==> config.mk <==
export PLATFORM = sky130hd
export DESIGN_NAME = hms_time_counter
export DESIGN_NICKNAME = d
export VERILOG_FILES = /design/src/rtl/clock_pkg.sv /design/src/rtl/bcd2_counter.sv /design/src/rtl/hms_time_counter.sv
export SDC_FILE = /design/constraint.sdc
export NUM_CORES = 1
export LEC_CHECK = 0
export CORE_MARGIN = 2
export CORE_UTILIZATION = 45
export DETAILED_ROUTE_END_ITERATION = 16
export PLACE_DENSITY = 0.77
export SYNTH_ARGS = -nofsm -noshare
export SYNTH_HDL_FRONTEND = slang
export SYNTH_SLANG_ARGS = --single-unit
==> constraint.sdc <==
create_clock -name mclk -period 2.4 [get_ports mclk]
set_input_delay 0.48 -clock mclk [delete_from_list [all_inputs] [get_ports mclk]]
set_output_delay 0.48 -clock mclk [all_outputs]
set_load 0.05 [all_outputs]
==> src/rtl/clock_pkg.sv <==
// rtl/clock_pkg.sv - shared types and limits for the time-of-day counter
// Purpose: FSM state encoding, packed two-digit BCD type, field limits and a
//          helper that converts an integer limit into packed BCD.
// Ports:   none (package).
package clock_pkg;

    typedef enum logic [1:0] {
        RUN      = 2'd0,
        SET_HOUR = 2'd1,
        SET_MIN  = 2'd2
    } clk_state_t;

    typedef logic [7:0] bcd2_t;

    localparam int SEC_MAX = 59;
    localparam int MIN_MAX = 59;

    // Split a 0..99 integer into tens/ones nibbles.
    function automatic bcd2_t to_bcd2(input int value);
        logic [3:0] tens;
        logic [3:0] ones;
        tens = 4'(value / 10);
        ones = 4'(value % 10);
        return {tens, ones};
    endfunction

endpackage

==> src/rtl/bcd2_counter.sv <==
// rtl/bcd2_counter.sv - two-digit packed-BCD counter with wrap at MAX
// Purpose: counts 00..MAX in packed BCD, one step per cycle with en high.
// Ports:   mclk  - clock, rising edge
//          reset - asynchronous, active-low
//          en    - advance by one
//          clr   - synchronous clear to 00, overrides en
//          q     - registered count, [7:4] tens, [3:0] ones
//          wrap  - combinational: en high while q equals MAX
module bcd2_counter
    import clock_pkg::*;
#(
    parameter int MAX = 59
) (
    input  logic  mclk,
    input  logic  reset,
    input  logic  en,
    input  logic  clr,
    output bcd2_t q,
    output logic  wrap
);

    localparam bcd2_t MAX_BCD = to_bcd2(MAX);

    logic [3:0] tens;
    logic [3:0] ones;
    logic       non_bcd;
    bcd2_t      q_next;

    assign tens    = q[7:4];
    assign ones    = q[3:0];
    assign non_bcd = (tens > 4'd9) || (ones > 4'd9);
    assign wrap    = en && (q == MAX_BCD);

    always_comb begin
        q_next = q;
        if (clr) begin
            q_next = 8'h00;
        end else if (en) begin
            // A corrupted digit recovers to 00 rather than counting onward.
            if (non_bcd || (q == MAX_BCD)) begin
                q_next = 8'h00;
            end else if (ones == 4'd9) begin
                q_next = {4'(tens + 4'd1), 4'd0};
            end else begin
                q_next = {tens, 4'(ones + 4'd1)};
            end
        end
    end

    always_ff @(posedge mclk or negedge reset) begin
        if (!reset) begin
            q <= 8'h00;
        end else begin
            q <= q_next;
        end
    end

endmodule

==> src/rtl/hms_time_counter.sv <==
// rtl/hms_time_counter.sv - BCD hours:minutes:seconds counter with set mode
// Purpose: counts time of day from a 1 Hz tick; mode/inc buttons set hours
//          and minutes.
// Ports:   mclk     - clock, rising edge
//          reset    - asynchronous, active-low
//          tick     - 1 Hz one-cycle enable
//          mode     - one-cycle pulse, advances RUN -> SET_HOUR -> SET_MIN
//          inc      - one-cycle pulse, increments the field being set
//          sec_bcd  - seconds, packed BCD
//          min_bcd  - minutes, packed BCD
//          hour_bcd - hours, packed BCD
//          state    - 0 RUN, 1 SET_HOUR, 2 SET_MIN
//          day_rco  - one-cycle pulse coincident with the 00:00:00 rollover
module hms_time_counter
    import clock_pkg::*;
#(
    parameter int HOUR_MAX = 23
) (
    input  logic       mclk,
    input  logic       reset,
    input  logic       tick,
    input  logic       mode,
    input  logic       inc,
    output logic [7:0] sec_bcd,
    output logic [7:0] min_bcd,
    output logic [7:0] hour_bcd,
    output logic [1:0] state,
    output logic       day_rco
);

    clk_state_t state_q;
    clk_state_t state_d;

    logic run;
    logic sec_en;
    logic min_en;
    logic hour_en;
    logic sec_clr;
    logic sec_wrap;
    logic min_wrap;
    logic hour_wrap;

    assign run = (state_q == RUN);

    // In RUN the carry chain drives each field; in set states only inc drives
    // the selected field, and a coincident mode pulse drops the inc.
    assign sec_en  = run && tick;
    assign min_en  = run ? sec_wrap : ((state_q == SET_MIN) && inc && !mode);
    assign hour_en = run ? min_wrap : ((state_q == SET_HOUR) && inc && !mode);
    assign sec_clr = (state_q == SET_MIN) && mode;

    always_comb begin
        state_d = state_q;
        case (state_q)
            RUN:      if (mode) state_d = SET_HOUR;
            SET_HOUR: if (mode) state_d = SET_MIN;
            SET_MIN:  if (mode) state_d = RUN;
            default:  state_d = RUN;
        endcase
    end

    always_ff @(posedge mclk or negedge reset) begin
        if (!reset) begin
            state_q <= RUN;
            day_rco <= 1'b0;
        end else begin
            state_q <= state_d;
            // Hour wraps while setting must not look like a new day.
            day_rco <= run && hour_wrap;
        end
    end

    assign state = state_q;

    bcd2_counter #(.MAX(SEC_MAX)) u_sec (
        .mclk  (mclk),
        .reset (reset),
        .en    (sec_en),
        .clr   (sec_clr),
        .q     (sec_bcd),
        .wrap  (sec_wrap)
    );

    bcd2_counter #(.MAX(MIN_MAX)) u_min (
        .mclk  (mclk),
        .reset (reset),
        .en    (min_en),
        .clr   (1'b0),
        .q     (min_bcd),
        .wrap  (min_wrap)
    );

    bcd2_counter #(.MAX(HOUR_MAX)) u_hour (
        .mclk  (mclk),
        .reset (reset),
        .en    (hour_en),
        .clr   (1'b0),
        .q     (hour_bcd),
        .wrap  (hour_wrap)
    );

endmodule

==> load_flow_metrics.sql <==
INSERT INTO impl_metrics (metric_group, metric, value, unit) VALUES
('pwr', 'p_switching', '1.15', 'mW'),
('synthesis', 'yosysTopAreaCell', 'sky130_fd_sc_hd__dfrtp_1', ''),
('synthesis', 'synth_sequential_area_ratio', '0.403', ''),
('pwr', 'worst_ir_drop_vdd', '0.000665', 'V'),
('pwr', 'comb_power_share', '0.524', ''),
('synthesis', 'synthMostInstantiatedCell', 'sky130_fd_sc_hd__dfrtp_1', ''),
('synthesis', 'synth.top_cells.by_area', 'sky130_fd_sc_hd__dfrtp_1, sky130_fd_sc_hd__ha_1, sky130_fd_sc_hd__o21ai_0', ''),
('timing', 'max_slew.worst_pin.slew', '0.517', 'ns'),
('routing', 'detail-route-antenna-nets', '0', ''),
('clock_network', 'ctsRootBufferMaster', 'sky130_fd_sc_hd__clkbuf_8', ''),
('die', 'die_height', '65.0', 'um'),
('placed_design', 'place.gp.congestion', '0.757', ''),
('synthesis', 'postSynthNetCount', '200', ''),
('synthesis', 'ys_dominant_reg_cell', 'sky130_fd_sc_hd__dfrtp_1', ''),
('global_routing', 'grt-ovfl-total', '0', ''),
('cells_and_area', 'num-fill-cells', '350', ''),
('cells_and_area', 'area_delta_synth_final', '25.9', '%'),
('synthesis', 'postSynthCellCount', '185', ''),
('clock_network', 'cts_hold_buffers', '0', ''),
('synthesis', 'synth_edf_count', '0', ''),
('global_routing', 'via_count_of_the_first_global_routing_pass', '1317', ''),
('pwr', 'power.sequential.fraction', '0.362', ''),
('timing', 'finalCritPeriodShare', '0.897', ''),
('global_routing', 'global_route_wire_length_before_repair', '6.10', 'mm'),
('setup_path', 'timing.critical_path.fanout_max', '10', ''),
('setup_path', 'cp_top_family', 'buffers and inverters', ''),
('clock_network', 'cts.reportedPaths.clkPinSlew', '0.09', 'ns'),
('routing', 'vias_per_cell', '5.62', ''),
('timing', 'setup_total_negative_slack', '0', 'ns'),
('clock_network', 'postCtsSetupBuffers', '0', ''),
('pwr', 'p_int', '1.14', 'mW'),
('setup_path', 'worstPathBufferInverterCount', '1', ''),
('hold_path', 'holdCritPathClass', 'reg -> reg', ''),
('die', 'floorplan.die.width', '65.0', 'um'),
('timing', 'timing.final.setup_violations', '0', ''),
('timing', 'finClkSkew', '0.00174', 'ns'),
('routing', 'detail_route.drc_violations', '0', ''),
('timing', 'layout_setup_ws', '0.247', 'ns'),
('timing', 'final_hold_viol_count', '0', ''),
('synthesis', 'post_synth_num_cell_types', '45', ''),
('routing', 'via_count', '1512', ''),
('timing', 'max_freq', '465', 'MHz'),
('synthesis', 'synth_top_area_frac', '0.403', ''),
('cells_and_area', 'nNetsFinal', '237', ''),
('setup_path', 'cp.arrival', '1.67', 'ns'),
('placed_design', 'pre_cts_ws', '0.0431', 'ns'),
('die', 'num_rows', '22', ''),
('clock_network', 'ctsHtreeMaxLevel', '1', ''),
('setup_path', 'cp_class', 'reg -> out', ''),
('synthesis', 'synth_async_sr_flop_share', '1.00', ''),
('pwr', 'switching_share_of_power', '0.502', ''),
('routing', 'firstDrtPassIters', '4', ''),
('clock_network', 'cts_sinks', '27', ''),
('placed_design', 'portBuffers', '31', ''),
('synthesis', 'yosys_register_bits', '27', ''),
('global_routing', 'grt_antenna_before_repair', '0', ''),
('clock_network', 'post_cts_resized', '0', ''),
('cells_and_area', 'fraction_of_layout_cells_with_a_size_suffix_above_1', '0.0633', ''),
('die', 'die-area', '4230', 'um2'),
('placed_design', 'detailed_place_hpwl', '2.69', 'mm'),
('timing', 'fin_crit', '2.15', 'ns'),
('routing', 'initialDrtViolationCount', '99', ''),
('timing', 'slew_headroom', '0.654', ''),
('clock_network', 'cts_buffers', '3', ''),
('pwr', 'power_per_cell_area', '1090', 'nW/um2'),
('synthesis', 'synthTopCellsByCount', 'sky130_fd_sc_hd__dfrtp_1, sky130_fd_sc_hd__o21ai_0, sky130_fd_sc_hd__nand2_1', ''),
('flow_run', 'maxCapViolations', '0', ''),
('setup_path', 'critical_path_required', '1.92', 'ns'),
('outcome', 'outcome', 'completed', ''),
('global_routing', 'grt_util_all_layers', '0.182', ''),
('cells_and_area', 'antenna_cells_inserted', '0', '');
## through the flow
stage	instance area (um2)	hold slack, ns	instances	util	power (mW)
2_1_floorplan	1680	0.184	185	-	1.64
3_3_place_gp	2070	0.527	265	0.569	2.01
3_5_place_dp	2070	0.537	265	0.569	2.03
4_1_cts	2110	0.560	269	0.581	2.29
5_1_grt	2110	0.581	269	0.581	2.42
6_report	2110	0.563	269	0.581	2.29
## per-layer routing
layer	GRT usage	up-vias	part of all wire
li1	-	740	-
met1	0.249	730	0.48
met2	0.300	37	0.46
met3	0.0243	5	0.042
met4	0.0547	0	0.011
met5	0	-	0
## path summary, 6_finish.rpt
kind                                          from                      end  slack, ns  cells after the start
hold reg to reg             u_sec.q[7]$_DFFE_PN0P_   u_sec.q[7]$_DFFE_PN0P_       0.56                      1
max in group asynchronous                    reset   u_min.q[4]$_DFFE_PN0P_       1.57                      2
setup reg to reg           u_hour.q[4]$_DFFE_PN0P_  u_hour.q[2]$_DFFE_PN0P_       0.37                      7
setup / recovery            u_min.q[0]$_DFFE_PN0P_               min_bcd[0]       0.25                      1
hold / removal              u_sec.q[7]$_DFFE_PN0P_   u_sec.q[7]$_DFFE_PN0P_       0.56                      1
min in group asynchronous                    reset  u_hour.q[3]$_DFFE_PN0P_       0.57                      2
## layout by cell type, fill, tap and decap left out, types with 2 or more instances in the layout
cell type                          n
sky130_fd_sc_hd__nor3b_1           2
sky130_fd_sc_hd__mux2i_1           2
sky130_fd_sc_hd__a32o_1            2
sky130_fd_sc_hd__nor2_1           14
sky130_fd_sc_hd__nand2b_1          5
sky130_fd_sc_hd__o22ai_1           3
sky130_fd_sc_hd__nor4_1            2
sky130_fd_sc_hd__nor2b_1           2
sky130_fd_sc_hd__ha_1             10
sky130_fd_sc_hd__dfrtp_1          27
sky130_fd_sc_hd__a22o_1            3
sky130_fd_sc_hd__nand3_1           9
sky130_fd_sc_hd__nor4b_1           2
sky130_fd_sc_hd__xnor2_1           2
sky130_fd_sc_hd__o211ai_1          2
sky130_fd_sc_hd__nand4_1           3
sky130_fd_sc_hd__o21a_1            5
sky130_fd_sc_hd__and3b_1           2
sky130_fd_sc_hd__nand3b_1          5
sky130_fd_sc_hd__xor2_1            2
sky130_fd_sc_hd__o22a_1            2
sky130_fd_sc_hd__buf_4             6
sky130_fd_sc_hd__inv_1            12
sky130_fd_sc_hd__clkbuf_8          3
sky130_fd_sc_hd__nand2_1          16
sky130_fd_sc_hd__clkdlybuf4s50_1  31
sky130_fd_sc_hd__a31oi_1           3
sky130_fd_sc_hd__nor3_1            3
sky130_fd_sc_hd__o21ai_0          18
sky130_fd_sc_hd__a21oi_1           6
## flip-flops by register name, indices dropped and copies added (netlist names)
signal    count
day_rco       1
u_sec.q       8
state         2
u_min.q       8
u_hour.q      8
## power by group through the flow
stage          logic, mW  registers, mW  clock network [mW]
2_1_floorplan      0.455           1.18                   0
3_3_place_gp        1.18          0.827                   0
3_5_place_dp        1.20          0.829                   0
4_1_cts             1.21          0.823               0.266
5_1_grt             1.28          0.857               0.284
6_report            1.20          0.830               0.262
## logic make-up (layout without fill, tap and decap cells)
logic type	after synthesis	after routing	synth area share
simple gates	75	75	0.254
compound gates	49	49	0.186
flops	27	27	0.403
buf+inv	17	53	0.0425
fa+ha+maj	10	10	0.0746
xor+xnor	4	4	0.0209
mux	3	3	0.0187
## area by class of cell
class,instances,area (um2),area share
flip-flops and latches,27,676,0.320
repair buffers,37,355,0.168
well taps,48,60.1,0.0285
multi-input cells,141,930,0.440
inverters,12,45.0,0.0213
clock buffers,4,45.0,0.0213
Note: power is estimated with default switching activity, not from simulation.
